===== src/rtl/riscv_muldiv_unit_if.sv =====
// Issue/response bundle between the datapath and the multiply/divide unit.
// The datapath drives the request side; the unit drives busy/done/result.
interface riscv_muldiv_unit_if #(
    parameter int DATA_W = 32
);
    logic              start;
    logic              flush;
    logic [2:0]        funct3;
    logic [DATA_W-1:0] op_a;
    logic [DATA_W-1:0] op_b;
    logic              busy;
    logic              done;
    logic [DATA_W-1:0] result;

    modport master (
        output start, flush, funct3, op_a, op_b,
        input  busy, done, result
    );

    modport slave (
        input  start, flush, funct3, op_a, op_b,
        output busy, done, result
    );
endinterface


===== src/rtl/riscv_muldiv_unit.sv =====
// Iterative RV32M/RV64M multiply/divide: shift-add multiply and restoring divide,
// one bit per cycle on operand magnitudes, with sign fix-up on the final iteration.
module riscv_muldiv_unit #(
    parameter int DATA_W = 32
) (
    input  logic                 clk,
    input  logic                 reset,
    riscv_muldiv_unit_if.slave   bus
);
    localparam int CNT_W = $clog2(DATA_W) + 1;
    localparam logic [DATA_W-1:0] MIN_VAL = {1'b1, {(DATA_W-1){1'b0}}};

    typedef enum logic [1:0] {IDLE, CALC, DONE} state_t;

    state_t              state_q;
    logic [CNT_W-1:0]    cnt_q;
    logic [2:0]          funct3_q;
    logic                neg_q;
    logic                rneg_q;
    logic [DATA_W:0]     acc_q;
    logic [DATA_W-1:0]   lo_q;
    logic [DATA_W-1:0]   b_q;
    logic [DATA_W-1:0]   result_q;
    logic                busy_q;
    logic                done_q;

    // Accept-side decode
    logic                a_signed, b_signed, a_neg, b_neg;
    logic [DATA_W-1:0]   mag_a, mag_b;
    logic                is_div, div_zero, div_ovf;
    logic [DATA_W-1:0]   corner_res;

    always_comb begin
        is_div   = bus.funct3[2];
        a_signed = (bus.funct3 == 3'b001) || (bus.funct3 == 3'b010) || (is_div && !bus.funct3[0]);
        b_signed = (bus.funct3 == 3'b001) || (is_div && !bus.funct3[0]);
        a_neg    = a_signed && bus.op_a[DATA_W-1];
        b_neg    = b_signed && bus.op_b[DATA_W-1];
        mag_a    = a_neg ? -bus.op_a : bus.op_a;
        mag_b    = b_neg ? -bus.op_b : bus.op_b;
        div_zero = is_div && (bus.op_b == '0);
        div_ovf  = is_div && !bus.funct3[0] && (bus.op_a == MIN_VAL) && (bus.op_b == '1);
        corner_res = '0;
        if (div_zero) begin
            corner_res = bus.funct3[1] ? bus.op_a : '1;
        end else if (div_ovf) begin
            corner_res = bus.funct3[1] ? '0 : bus.op_a;
        end
    end

    // One iteration of the datapath, plus the signed final result it would produce
    logic [DATA_W:0]       mul_sum;
    logic [DATA_W:0]       div_shift;
    logic                  div_ge;
    logic [DATA_W:0]       acc_d;
    logic [DATA_W-1:0]     lo_d;
    logic [2*DATA_W-1:0]   prod_fix;
    logic [DATA_W-1:0]     quo_fix, rem_fix, final_d;

    always_comb begin
        mul_sum   = {1'b0, acc_q[DATA_W-1:0]} + (lo_q[0] ? {1'b0, b_q} : '0);
        div_shift = {acc_q[DATA_W-1:0], lo_q[DATA_W-1]};
        div_ge    = div_shift >= {1'b0, b_q};
        if (funct3_q[2]) begin
            acc_d = div_ge ? (div_shift - {1'b0, b_q}) : div_shift;
            lo_d  = {lo_q[DATA_W-2:0], div_ge};
        end else begin
            acc_d = {1'b0, mul_sum[DATA_W:1]};
            lo_d  = {mul_sum[0], lo_q[DATA_W-1:1]};
        end
        prod_fix = neg_q ? -{acc_d[DATA_W-1:0], lo_d} : {acc_d[DATA_W-1:0], lo_d};
        quo_fix  = neg_q ? -lo_d : lo_d;
        rem_fix  = rneg_q ? -acc_d[DATA_W-1:0] : acc_d[DATA_W-1:0];
        case (funct3_q)
            3'b000:         final_d = prod_fix[DATA_W-1:0];
            3'b001, 3'b010,
            3'b011:         final_d = prod_fix[2*DATA_W-1:DATA_W];
            3'b100, 3'b101: final_d = quo_fix;
            default:        final_d = rem_fix;
        endcase
    end

    always_ff @(posedge clk) begin
        if (!reset) begin
            state_q  <= IDLE;
            cnt_q    <= '0;
            funct3_q <= '0;
            neg_q    <= 1'b0;
            rneg_q   <= 1'b0;
            acc_q    <= '0;
            lo_q     <= '0;
            b_q      <= '0;
            result_q <= '0;
            busy_q   <= 1'b0;
            done_q   <= 1'b0;
        end else if (bus.flush) begin
            state_q <= IDLE;
            busy_q  <= 1'b0;
            done_q  <= 1'b0;
        end else begin
            case (state_q)
                IDLE, DONE: begin
                    if (bus.start) begin
                        funct3_q <= bus.funct3;
                        neg_q    <= a_neg ^ b_neg;
                        rneg_q   <= a_neg;
                        acc_q    <= '0;
                        lo_q     <= mag_a;
                        b_q      <= mag_b;
                        cnt_q    <= CNT_W'(DATA_W);
                        if (div_zero || div_ovf) begin
                            result_q <= corner_res;
                            state_q  <= DONE;
                            busy_q   <= 1'b0;
                            done_q   <= 1'b1;
                        end else begin
                            state_q <= CALC;
                            busy_q  <= 1'b1;
                            done_q  <= 1'b0;
                        end
                    end else begin
                        state_q <= IDLE;
                        done_q  <= 1'b0;
                    end
                end
                CALC: begin
                    acc_q <= acc_d;
                    lo_q  <= lo_d;
                    cnt_q <= cnt_q - 1'b1;
                    if (cnt_q == CNT_W'(1)) begin
                        result_q <= final_d;
                        state_q  <= DONE;
                        busy_q   <= 1'b0;
                        done_q   <= 1'b1;
                    end
                end
                default: begin
                    state_q <= IDLE;
                    busy_q  <= 1'b0;
                    done_q  <= 1'b0;
                end
            endcase
        end
    end

    assign bus.busy   = busy_q;
    assign bus.done   = done_q;
    assign bus.result = result_q;
endmodule


===== src/flat_wrapper.sv =====
// flat-port wrapper written by rule: the top's interface ports become plain ports
module riscv_muldiv_unit_flat 
#(
    parameter int DATA_W = 32
)
  (clk, reset, bus_start, bus_flush, bus_funct3, bus_op_a, bus_op_b, bus_busy, bus_done, bus_result);
  riscv_muldiv_unit_if #(.DATA_W(DATA_W)) bus_i ();
  input  logic clk;
  input  logic reset;
  input wire logic [$bits(bus_i.start)-1:0] bus_start;
  input wire logic [$bits(bus_i.flush)-1:0] bus_flush;
  input wire logic [$bits(bus_i.funct3)-1:0] bus_funct3;
  input wire logic [$bits(bus_i.op_a)-1:0] bus_op_a;
  input wire logic [$bits(bus_i.op_b)-1:0] bus_op_b;
  output wire logic [$bits(bus_i.busy)-1:0] bus_busy;
  output wire logic [$bits(bus_i.done)-1:0] bus_done;
  output wire logic [$bits(bus_i.result)-1:0] bus_result;
  assign bus_i.start = bus_start;
  assign bus_i.flush = bus_flush;
  assign bus_i.funct3 = bus_funct3;
  assign bus_i.op_a = bus_op_a;
  assign bus_i.op_b = bus_op_b;
  assign bus_busy = bus_i.busy;
  assign bus_done = bus_i.done;
  assign bus_result = bus_i.result;
  riscv_muldiv_unit #(.DATA_W(DATA_W)) u_core (.clk(clk), .reset(reset), .bus(bus_i));
endmodule

===== config.mk =====
export PLATFORM = sky130hd
export DESIGN_NAME = riscv_muldiv_unit_flat
export DESIGN_NICKNAME = d
export VERILOG_FILES = /design/src/rtl/riscv_muldiv_unit_if.sv /design/src/rtl/riscv_muldiv_unit.sv /design/src/flat_wrapper.sv
export SDC_FILE = /design/constraint.sdc
export NUM_CORES = 1
export LEC_CHECK = 0
export BUFFER_PORTS_ARGS = -buffer_cell sky130_fd_sc_hd__buf_2
export CORE_MARGIN = 5
export CORE_UTILIZATION = 25
export DETAILED_ROUTE_END_ITERATION = 12
export GPL_TIMING_DRIVEN = 0
export MAX_ROUTING_LAYER = met4
export PLACE_DENSITY = 0.51
export REMOVE_ABC_BUFFERS = 1
export SETUP_SLACK_MARGIN = 0.2
export SLEW_MARGIN = 30
export SYNTH_ARGS = -nofsm -noshare
export SYNTH_HDL_FRONTEND = slang
export SYNTH_SLANG_ARGS = --single-unit

===== constraint.sdc =====
create_clock -name clk -period 11.15 [get_ports clk]
set_input_delay 1.6725 -clock clk [delete_from_list [all_inputs] [get_ports clk]]
set_output_delay 1.6725 -clock clk [all_outputs]
set_load 0.02 [all_outputs]

* Word-level counts from Yosys, hierarchy flattened
Index checks and enable logic that the tools add are counted.
W data, S select, Z words.
** Operators by class
- Shifts and indexed selects :: 0
- Divide/modulo/power cells :: 0
- Bitwise operators :: 3
- Mux-type cells :: 36
- Equality and inequality tests :: 15
- Add/sub/neg operators :: 8
- Magnitude comparators :: 1
- Multiply operators :: 0
- Reduce and logical (&&, ||, !) cells :: 23
** Operators by type and width (number)
- $mux W32 :: 17
- $pmux W32 S2 :: 3
- $neg A32 Y32 :: 4
- $pmux W32 S3 :: 1
- $eq A32 B32 Y1 const B :: 2
- $mux W64 :: 1
- $neg A64 Y64 :: 1
- $add A32 B32 Y33 :: 1
- $ge A33 B32 Y1 :: 1
- $logic_not A32 Y1 :: 1
- $sub A32 B32 Y32 :: 1
- $pmux W6 S2 :: 1
- $eq A3 B2 Y1 const B :: 3
- $eq A3 B1 Y1 const B :: 2
- $eq A3 B3 Y1 const B :: 2
- $eq A6 B1 Y1 const B :: 1
- $logic_and A1 B1 Y1 :: 6
- $mux W1 :: 6
- $mux W2 :: 3
- $mux W6 :: 1
- $reduce_and A3 Y1 :: 2
- $reduce_or A2 Y1 :: 3
- $sub A6 B1 Y6 const B :: 1
- $reduce_and A5 Y1 :: 1
- other kinds (15) :: 21
** Storage, ports and cells
- ROM bits :: 0
- Latch bits :: 0
- Input port bits :: 71
- Bits in registers :: 143
- Logic and storage cells :: 97
- Memories kept :: 0
- RAM bits :: 0
- Output and inout port bits :: 34

* Depth between registers and ports, before layout
Gate-level depths: netlist of the first run.
- Depth after elaboration :: 9
- Gate-level depth with buffers :: 22

* Worst setup path after synthesis of the first run
No wires, ideal clock.
- Kind :: register to register
- Start point :: reg u_core.b_q[6]
- End point :: reg u_core.result_q[4], in the netlist u_core.bus.result[4]
- Arrival time :: 4934 ps
- Setup time :: 74 ps
- Path buffers :: 3
- Cell stages (with the launch flop) :: 21
- Slack :: 6142 ps
- Cell sequence :: dfxtp_1 -> inv_1 -> ha_1 -> buf_2 -> a21oi_2 -> o21ai_2 -> a31o_1 -> o31ai_1 -> buf_2 -> a31o_2 -> ha_1 -> o2111ai_1 -> or4_1 -> or4_1 -> or2_2 -> clkbuf_1 -> o41ai_1 -> xnor2_1 -> a21oi_1 -> a211o_1 -> a31oi_1
** Between the ends
- Cells in the longest elaborated chain, start to end :: 8
- Elaborated cells on any way between the ends :: 13
** Ends and longest elaborated chain
- start, declared :: line riscv_muldiv_unit.sv:22 : logic [DATA_W-1:0] b_q;
- start signal, assigned :: line riscv_muldiv_unit.sv:109 : b_q <= mag_b;
- $ge A33 B32 Y1 * :: line riscv_muldiv_unit.sv:63 : div_ge = div_shift >= {1'b0, b_q};
- $mux W32 :: line riscv_muldiv_unit.sv:65 : acc_d = div_ge ? (div_shift - {1'b0, b_q}) : div_shift;
- $mux W32 :: line riscv_muldiv_unit.sv:64 : if (funct3_q[2]) begin
- $neg A64 Y64 or $neg A32 Y32 (tied branches) :: line riscv_muldiv_unit.sv:71, riscv_muldiv_unit.sv:73
- $mux W64 or $mux W32 (tied branches) :: line riscv_muldiv_unit.sv:71, riscv_muldiv_unit.sv:73
- $pmux W32 S3 * :: line riscv_muldiv_unit.sv:74 : case (funct3_q)
- $mux W32 * :: line riscv_muldiv_unit.sv:130 : if (cnt_q == CNT_W'(1)) begin
- $pmux W32 S2 * :: line riscv_muldiv_unit.sv:101 : case (state_q)
- end signal, assigned :: line riscv_muldiv_unit.sv:112 : result_q <= corner_res;
- end signal, assigned :: line riscv_muldiv_unit.sv:131 : result_q <= final_d;
- end, declared :: line riscv_muldiv_unit.sv:23 : logic [DATA_W-1:0] result_q;
Mark *: on every way between the ends. The rest lies on a longest branch, timed or not. The select of a mux whose other input is x is not followed.
A chain may end at the register's enable or synchronous reset.

* Worst setup path after layout of the first run
- Start point :: reg u_core.lo_q[31]
- End point :: reg u_core.result_q[24], in the netlist u_core.bus.result[24]
** Between the ends
- Cells in the longest elaborated chain, start to end :: 8
- Elaborated cells on any way between the ends :: 14
** Ends and longest elaborated chain
- start, declared :: line riscv_muldiv_unit.sv:21 : logic [DATA_W-1:0] lo_q;
- start signal, assigned :: line riscv_muldiv_unit.sv:108 : lo_q <= mag_a;
- start signal, assigned :: line riscv_muldiv_unit.sv:128 : lo_q <= lo_d;
- $sub A32 B32 Y32 or $ge A33 B32 Y1 (tied branches) :: line riscv_muldiv_unit.sv:65, riscv_muldiv_unit.sv:63
- $mux W32 :: line riscv_muldiv_unit.sv:65
- $mux W32 :: line riscv_muldiv_unit.sv:64
- $neg A64 Y64 or $neg A32 Y32 (tied branches) :: line riscv_muldiv_unit.sv:71, riscv_muldiv_unit.sv:73
- $mux W64 or $mux W32 (tied branches) :: line riscv_muldiv_unit.sv:71, riscv_muldiv_unit.sv:73
- $pmux W32 S3 * :: line riscv_muldiv_unit.sv:74
- $mux W32 * :: line riscv_muldiv_unit.sv:130
- $pmux W32 S2 * :: line riscv_muldiv_unit.sv:101
Marks and branches as above.

==> run summary, run 1 <==
The share of post-route cells with drive strength above 1 was 10.9%; the highest achievable clock rate was 141 MHz. The remaining global-route overflow came out at 0. The clock reaches the later pin of the worst-skew pair after 0.48 ns.

Detailed routing placed a total of 2990 um of wire on met3. The final-report setup violation count was 0; the number of synthesized flops with an enable pin was 0. STA puts the critical path data required time at 11.49 ns. Classification of the worst-slack hold path: flip-flop to flip-flop. Number of nets with antenna violations after routing: 0.

For the final database, setup skew stands at 0.0142 ns. In the synthesized netlist the async set-or-reset flop fraction comes to 0%. The count of buffering cells on the critical path with inverters included works out to 3. CTS placed an instance of clkbuf_16 at the clock tree root. For this block, the initial DRC count from the detailed router was 1532.

In this run the post-CTS setup repair buffer count came out at 0. The synthesized design devotes to its leading area cell type 18.9% of total area. The tree built by TritonCTS fans out to 142 sinks. The H-tree generated during clock tree synthesis spans 4 levels. By count the netlist is led by 278 x nor2_1, 193 x nand2_1, 166 x a21oi_1, 152 x o21ai_0, 142 x dfxtp_1. The post-route DRC violation count was 0; the worst supply voltage drop on vdd was 0.000120 V. The average wire length per cell after detail routing came out at 22.0 um. The cell area that synthesis handed to floorplanning was 0.0150 sq mm. Slowest cell on the critical path: o31a_1.

Sum of internal, switching and leakage power: 1.70 mW. Sequential-to-total area share from yosys stat: 18.9%. Average via count per standard cell: 5.66. nor2_1 is the most common cell in the netlist. The actual transition at the worst max-transition pin is 1.02 ns. The tools report the total of warnings raised by yosys as 0. The worst setup path is captured at a flip-flop. The top flip-flop cell by instance count after synthesis is dfxtp_1. TritonCTS built the clock tree.

The signal on the critical path passes through inv_1, ha_1, nand2b_1, a21oi_1, o21a_1, o31a_1, nor2_4, buf_16, a311oi_4, ha_1, inv_1, nor4_1, nand3_1, nor4_2, mux2i_1, o221ai_1, nor3_1, o31ai_1. The number of gates resized after CTS was 0. The number of cells on the worst reg-to-reg path is 18. Global routing consumed, over all layers together, 19.8% of the routing resources. The number of nets in the final layout is 2287, and the worst-path maximum fanout is 19.

For this block, the routed nets add up to 64600 um of wire. For this configuration, the core starts out at a cell density of 25.1%. The total via count in the routed design is 16600, and the number of max-slew violations in the final report is 0. The cell count after synthesis came out at 2136.

The run gives 6 as the number of detailed-route iterations in the first pass. The critical path crosses 18 cells after its start point. At the end of routability-driven placement, the weighted congestion stood at 0.951. Once detailed placement completed, the half-perimeter wirelength came to 50200 um.

For the leakage component of the power, the log shows 6.43 nW. The instance count after placement with tap cells included is 2905, and the maximum buffer depth of the clock tree is 2. The flow ran to the end, and the final reports show no timing, DRC or antenna violations. The die covers 0.0652 sq mm. The tools report the critical path startpoint category as a flip-flop.

Power spread over the standard cell area amounts to 98.8 mW/mm^2. Headroom to the max-slew limit came out at 32.1%. The tools report the via count of the first global-routing pass as 15600. The worst setup path category was flip-flop to flip-flop. At the worst endpoint, the arrival time is 7.41 ns.

For the maximum number of pins on one net before global-route repair, the log shows 74. The wire length of the first global-routing pass is 96800 um. In this design, the stage delay of the slowest critical-path cell is 0.76 ns. The hold-critical path depth came out at 2. The uppermost signal routing layer after detailed routing is met4. The core region is 0.0600 sq mm. Setup repair after global routing left no endpoint under its margin. Die width: 255 um. The clock slew at the register clock pins of the worst setup and hold paths works out to 0.07 ns. In the detailed route, the total length drawn on met2 is 30200 um. After synthesis, the mean cell area works out to 7.04 sq um. The kind of cell with the highest combined delay along the critical path is simple AND/OR/NAND/NOR gates.

Sorting the synthesized cells by area gives the leading types as dfxtp_1 19%, nor2_1 6.9%, ha_1 5.9%, a21oi_1 5.5%, xnor2_1 5.2%. The area growth from synthesis to layout came out at 14.1%. The floorplan has 90 rows. For this design the top-level I/O count stands at 105. Clock tree synthesis inserted a total of 17 buffers.

The flip-flop and latch count after synthesis was 142; the number of port buffers was 104. The logs give 0 for the hold violation total from the final report and 2939 for the count of placed standard cells in the final layout, fillers left out. Hold repair after CTS inserted 0 buffers. Dividing the final minimum period by the clock period gives 63.4%. The minimum period implied by the final worst setup slack was 7.07 ns.

The logs give 1 for the initial antenna violation count and 28400 um for the wire length on met1. Across the run, the number of max-cap violations was 0. The number of different library cells used by synthesis comes to 100. From bottom edge to top edge, the die measures 255 um. The post-synthesis cell type with the largest combined area is dfxtp_1.
[final timing paths]
path | end | start | slack [ns]
worst min-delay path | u_core.bus.result[18] | u_core.bus.result[18] | 0.45
worst min register to register | u_core.bus.result[18] | u_core.bus.result[18] | 0.45
worst max register to register | u_core.bus.result[24] | u_core.lo_q[31] | 4.08
worst max-delay path | u_core.bus.result[24] | u_core.lo_q[31] | 4.08
[flip-flops by register name (all words and copies together) (netlist names)]
register	count
u_core.bus.busy	1
u_core.acc_q	32
u_core.b_q	32
u_core.state_q	1
u_core.cnt_q	6
u_core.funct3_q	3
u_core.rneg_q	1
u_core.bus.result	32
u_core.neg_q	1
u_core.bus.done	1
u_core.lo_q	32
[power by group]
part / internal, mW / switching, mW / leakage [nW]
combinational: 0.183 / 0.335 / 4.98
clock: 0.337 / 0.279 / 0.290
sequential: 0.528 / 0.0338 / 1.16
[layer usage]
layer,vias to the layer above,track usage [%]
met1,8088,25.1
li1,7911,-
met5,-,-
met3,131,2.41
met2,500,31.6
met4,0,8.84
[area by class of cell]
| type | instances | area (sq um) |
|---|---|---|
| fill | 6527 | 42900 |
| multi-input combinational | 1784 | 11500 |
| sequential | 142 | 2850 |
| tap | 782 | 978 |
| timing repair buffer | 125 | 922 |
| clock buffer | 17 | 425 |
| inverter | 73 | 282 |
| clock inverter | 15 | 173 |
| antenna | 1 | 2.50 |
[layout by cell type (no fill, tap or decap), drive strengths merged, types with 30 or more instances in the layout]
master  count
xnor2      90
nand2     194
and2       51
buf       125
mux2i      36
inv        81
a211oi     47
xor2       81
o21ai     157
a221oi     39
nor2      279
nand3      30
nand4      34
dfxtp     142
a21oi     167
a22oi      33
nor3       59
a31oi      38
ha         71
[kinds of logic after synthesis]
logic type               after synthesis  synth area share [%]
AND/OR/NAND/NOR                      788                  24.9
flip-flops                           142                  18.9
multiplexers                          42                  2.85
XOR/XNOR                             171                  9.96
buffers and inverters                210                  5.44
AO/OA/AOI/OAI                        710                  31.7
adder cells (fa/ha/maj)               73                  6.17
[through the flow]
step	utilization, %	cell area, sq um	worst slack (ns)	setup TNS (ns)	hold slack, ns
finish	28.6	17200	4.08	0	0.451
global route	28.6	17200	3.73	0	0.477
CTS	28.6	17200	4.26	0	0.458
detailed placement	27.6	16600	4.26	0	0.441
global placement	26.6	16000	-2.23	-48.91	0.435
floorplan	-	14500	3.25	0	0.449
[worst register-to-register path, stage by stage, from the launching register on]
cell	delay (ns)
dfxtp_1	0.52
inv_1	0.26
ha_1	0.28
nand2b_1	0.16
a21oi_1	0.46
o21a_1	0.36
o31a_1	0.77
nor2_4	0.20
buf_16	0.24
a311oi_4	0.49
ha_1	0.26
inv_1	0.10
nor4_1	0.50
nand3_1	0.59
nor4_2	0.67
mux2i_1	0.26
o221ai_1	0.13
nor3_1	0.53
o31ai_1	0.15
No activity file was read; power rests on OpenSTA's default activity.
==> run 2, diff against run 1 <==
--- a/config.mk
+++ b/config.mk
@@ -5,6 +5,7 @@
 export SDC_FILE = /design/constraint.sdc
 export NUM_CORES = 1
 export LEC_CHECK = 0
+export ABC_AREA = 1
 export BUFFER_PORTS_ARGS = -buffer_cell sky130_fd_sc_hd__buf_2
 export CORE_MARGIN = 5
 export CORE_UTILIZATION = 25
==> constraint.sdc (replaced) <==
create_clock -name clk -period 7.3 [get_ports clk]
set_input_delay 1.095 -clock clk [delete_from_list [all_inputs] [get_ports clk]]
set_output_delay 1.095 -clock clk [all_outputs]
set_load 0.02 [all_outputs]
==> run 2 against run 1 <==
  * Cell area increased by 12%
  * Count of clock-buffer cells in the layout unchanged
  * Critical path type unchanged
  * Largest cell class unchanged
  * Total power up 57%
==> run summary, run 2 <==
The run finished with clean final reports. Sum of internal, switching and leakage power: 2.67 mW (was 1.70 mW). The met3 track utilization from global routing is 2.33% (was 2.41%), and the required time of the critical path is 7.70 ns (was 11.49 ns).

The tightest slew margin relative to the limit was 38.6% (was 32.1%). Mux cell area share after synthesis: 0% (was 2.85%). The post-route DRC violation count was 0 (unchanged); the count of buffering cells on the critical path with inverters included was 3 (unchanged). The xor-xnor portion of the synthesized cell area is 3.71% (was 9.96%), and the synthesized-area fraction occupied by adder cells is 5.46% (was 6.17%).

The logs give 19800 (was 16600) for the total via count in the routed design and 61 (was 74) for the maximum number of pins on one net before global-route repair. The library cell with the highest instance count after synthesis is nand2_1 (was nor2_1). The slack of the worst reg-to-reg path came out at 1.97 ns (was 4.08 ns). The number of port buffers came out at 104 (unchanged).

The worst-path maximum fanout was 37 (was 19); the average cell area after synthesis was 5.47 sq um (was 7.04 sq um). The share of Yosys cell area claimed by the top area cell type was 21.0% (was 18.9%); the area growth from synthesis to layout was 13.0% (was 14.1%). The post-cts hold buffer count was 0 (unchanged); the initial antenna violation count was 0 (was 1). Setup repair after global routing left no endpoint under its margin. The unique cell type count in the Yosys netlist was 58 (was 100); the arrival time of data at the critical path endpoint was 5.73 ns (was 7.41 ns). The tools report the total die area as 0.0734 sq mm (was 0.0652 sq mm). The source of the worst register-to-register timing path was u_core.b_q[29] (was u_core.lo_q[31]).

The height of the die was 271 um (was 255 um); the worst clock skew was 0.0187 ns (was 0.0142 ns). The run gives 3288 (was 2287) as the number of nets in the final layout. The initial core utilization is 25.3% (was 25.1%), and the share of synthesized flip-flops with an asynchronous set or reset is 0% (unchanged). Dominant combinational cell family by area after synthesis: simple AND/OR/NAND/NOR gates (was compound AO/OA/AOI/OAI gates). The run gives 3110 (was 2136) as the cell count after synthesis. The total number of H-tree levels is 4 (unchanged), and the highest achievable clock rate is 188 MHz (was 141 MHz). The run gives 105 (unchanged) as the number of I/O pins. The average via count per standard cell is 4.93 (was 5.66), and the via count of the first global-routing pass is 18000 (was 15600). The total inserted antenna cells is 0 (was 1), and the worst supply voltage drop on vdd is 0.000177 V (was 0.000120 V). The delay contributed by the slowest stage of the critical path came out at 0.52 ns (was 0.76 ns). Most used cells in the layout excluding fill and tap cells: 952 x nand2_1, 450 x inv_1, 293 x nor2_1, 238 x nand3_1, 224 x a21oi_1 (was 273 x nor2_1, 191 x nand2_1, 165 x a21oi_1, 148 x o21ai_0, 139 x dfxtp_1). The most common library cell in the layout ignoring fill and taps is nand2_1 (was nor2_1).

The global routing's busiest layer was met2 (unchanged). The average wire length per cell after detail routing is 18.0 um (was 22.0 um). Critical path startpoint category: a flip-flop (unchanged). The top flip-flop cell by instance count after synthesis is dfxtp_1 (unchanged). The slowest cell on the critical path was nor2_8 (was o31a_1).

The share of the synthesized area in compound gates (AO/OA/AOI/OAI) was 16.8% (was 31.7%); the global-route usage over all layers was 19.7% (was 19.8%). The run gives 57600 um (was 50200 um) as the total half-perimeter wirelength after legalization and detailed placement. The logs give 0 (unchanged) for the final-report setup violation count and 1.97 ns (was 4.08 ns) for the final worst-path setup slack. Leading cell types by count after synthesis: 953 x nand2_1, 452 x inv_1, 299 x nor2_1, 238 x nand3_1, 225 x a21oi_1 (was 278 x nor2_1, 193 x nand2_1, 166 x a21oi_1, 152 x o21ai_0, 142 x dfxtp_1).

The logs give 28.6% (about the same) for the post-layout utilization of the core and 16.7% (was 18.9%) for the sequential-to-total area share from yosys stat. The share of post-route cells with drive strength above 1 was 9.31% (was 10.9%); the core box area was 0.0673 sq mm (was 0.0600 sq mm). The worst setup path category is flip-flop to flip-flop (unchanged). For the number of nets with antenna violations after routing, the log shows 0 (unchanged).

The die width came out at 271 um (was 255 um). The tools report the buffers inserted during post-CTS setup optimization as 0 (unchanged). The logs give 26.8% (was 25.1%) for the fraction of met1 tracks used by global routing and 142 (unchanged) for the number of clock sinks. The minimum period implied by the final worst setup slack works out to 5.33 ns (was 7.07 ns). The tools report the number of max-cap violations as 0 (unchanged).

The run gives 0.51 ns (was 0.48 ns) as the source-to-sink clock delay at the later pin of the worst-skew pair. The number of max-slew violations in the final report came out at 0 (unchanged). For the count of placed standard cells in the final layout, fillers left out, the log shows 4030 (was 2939). Clock slew at the register clock pins of the worst setup and hold paths: 0.07 ns (about the same). The count of standard-cell rows was 95 (was 90). The portion of the clock cycle consumed by the worst path in the final layout was 73.0% (was 63.4%). The tools report the source of the worst hold timing path as u_core.bus.busy (was u_core.bus.result[18]). The worst hold slack across all endpoints came out at 0.473 ns (was 0.451 ns).

The endpoint of the lowest-slack register-to-register path was u_core.bus.result[16] (was u_core.bus.result[24]). The total of warnings raised by yosys is 0 (unchanged), and the hold violation total from the final report is 0 (unchanged). Total CTS buffers: 17 (unchanged). The number of synthesized flops with an enable pin was 0 (unchanged); the leakage component of the power was 9.69 nW (was 6.43 nW).

The fraction of met2 tracks used by global routing is 31.2% (was 31.6%). Main area contributors after synthesis: nand2_1 21%, dfxtp_1 17%, inv_1 10%, nand3_1 7.0%, a21oi_1 6.6% (was dfxtp_1 19%, nor2_1 6.9%, ha_1 5.9%, a21oi_1 5.5%, xnor2_1 5.2%). The endpoint type of the worst setup path is a flip-flop (unchanged).

The number of gates resized after cts was 0 (unchanged); the routability congestion estimate from global placement was 0.960 (was 0.951). The actual transition at the worst max-transition pin is 0.919 ns (was 1.02 ns), and the worst reg-to-reg path cell count is 29 (was 18). TritonCTS built the clock tree. Hold-critical path depth: 2 (unchanged). The post-synthesis cell type with the largest combined area is nand2_1 (was dfxtp_1). The cell class contributing the biggest share of worst-path delay is simple AND/OR/NAND/NOR gates (unchanged). The post-synthesis instance area is 0.0170 sq mm (was 0.0150 sq mm). The total power per unit cell area came out at 139 mW/mm^2 (was 98.8 mW/mm^2).

For the number of DRC markers in iteration 0, the log shows 1739 (was 1532). The wire length of the first global-routing pass was 109000 um (was 96800 um); the maximum buffer depth of the clock tree was 2 (unchanged). The end of the worst hold path is u_core.bus.busy (was u_core.bus.result[18]). The total wire length after detailed routing came out at 72400 um (was 64600 um). The cell at the root of the clock tree was clkbuf_16 (unchanged). For the number of detailed-route iterations in the first pass, the log shows 5 (was 6).

The simple-gate area share of the yosys netlist is 44.2% (was 24.9%), and the remaining global-route overflow is 0 (unchanged). The flip-flop and latch count after synthesis came out at 142 (unchanged). The classification of the worst-slack hold path is flip-flop to flip-flop (unchanged).

The tools report the worst setup slack after placement as 1.66 ns (was 4.26 ns). For the instance count after placement with tap cells included, the log shows 3998 (was 2905).
[run 2: cell families (layout without fill, tap and decap cells)]
group / after synthesis / count (layout)
AOI/OAI and AO/OA: 525 / 525
xor gates and xnor gates: 72 / 72
adders and majority gates: 73 / 73
buffers and inverters: 568 / 615
DFF: 142 / 142
and+or+nand+nor: 1730 / 1730
[run 2: how the worst max path moves through the flow]
stage / from / to / depth (start not counted)
2_1_floorplan: u_core.bus.done / u_core.bus.result[3] / 9
3_5_place_dp: bus_op_b[0] / u_core.bus.result[4] / 18
6_report: u_core.b_q[29] / u_core.bus.result[16] / 29
5_1_grt: u_core.b_q[29] / u_core.bus.result[16] / 29
3_3_place_gp: u_core.state_q[0] / u_core.bus.result[4] / 10
4_1_cts: u_core.b_q[29] / u_core.bus.result[16] / 29
[run 2: final cells by class]
class	count	area [sq um]
clock inverter	15	173
tap	873	1090
inverter	462	1740
clock buffer	17	425
multi-input combinational	2400	12000
timing repair buffer	121	932
fill	7754	48100
sequential	142	2850
[run 2: worst register-to-register path: cells and delay by family (launching register included)]
family	cells	cell delay (ns)
DFF	1	0.42
and+or+nand+nor	22	3.61
AOI/OAI and AO/OA	2	0.42
buffers and inverters	3	0.25
adders and majority gates	2	0.53
[run 2: metal layers]
layer / routed length [um] / vias up
met5: 0 / -
met4: 1240 / 0
met3: 3380 / 53
met2: 33400 / 558
met1: 34400 / 9163
li1: - / 10100
[run 2: power by group]
part | switching, mW | internal [mW] | total, mW
sequential | 0.0333 | 0.808 | 0.841
clock | 0.464 | 0.488 | 0.952
combinational | 0.610 | 0.264 | 0.873
total | 1.11 | 1.56 | 2.67
[run 2: metrics by stage]
stage	cell area, sq um	TNS (ns)
floorplan	16500	0
detailed placement	18600	0
finish	19200	0
global route	19200	0
global placement	18100	-661.65
CTS	19200	0
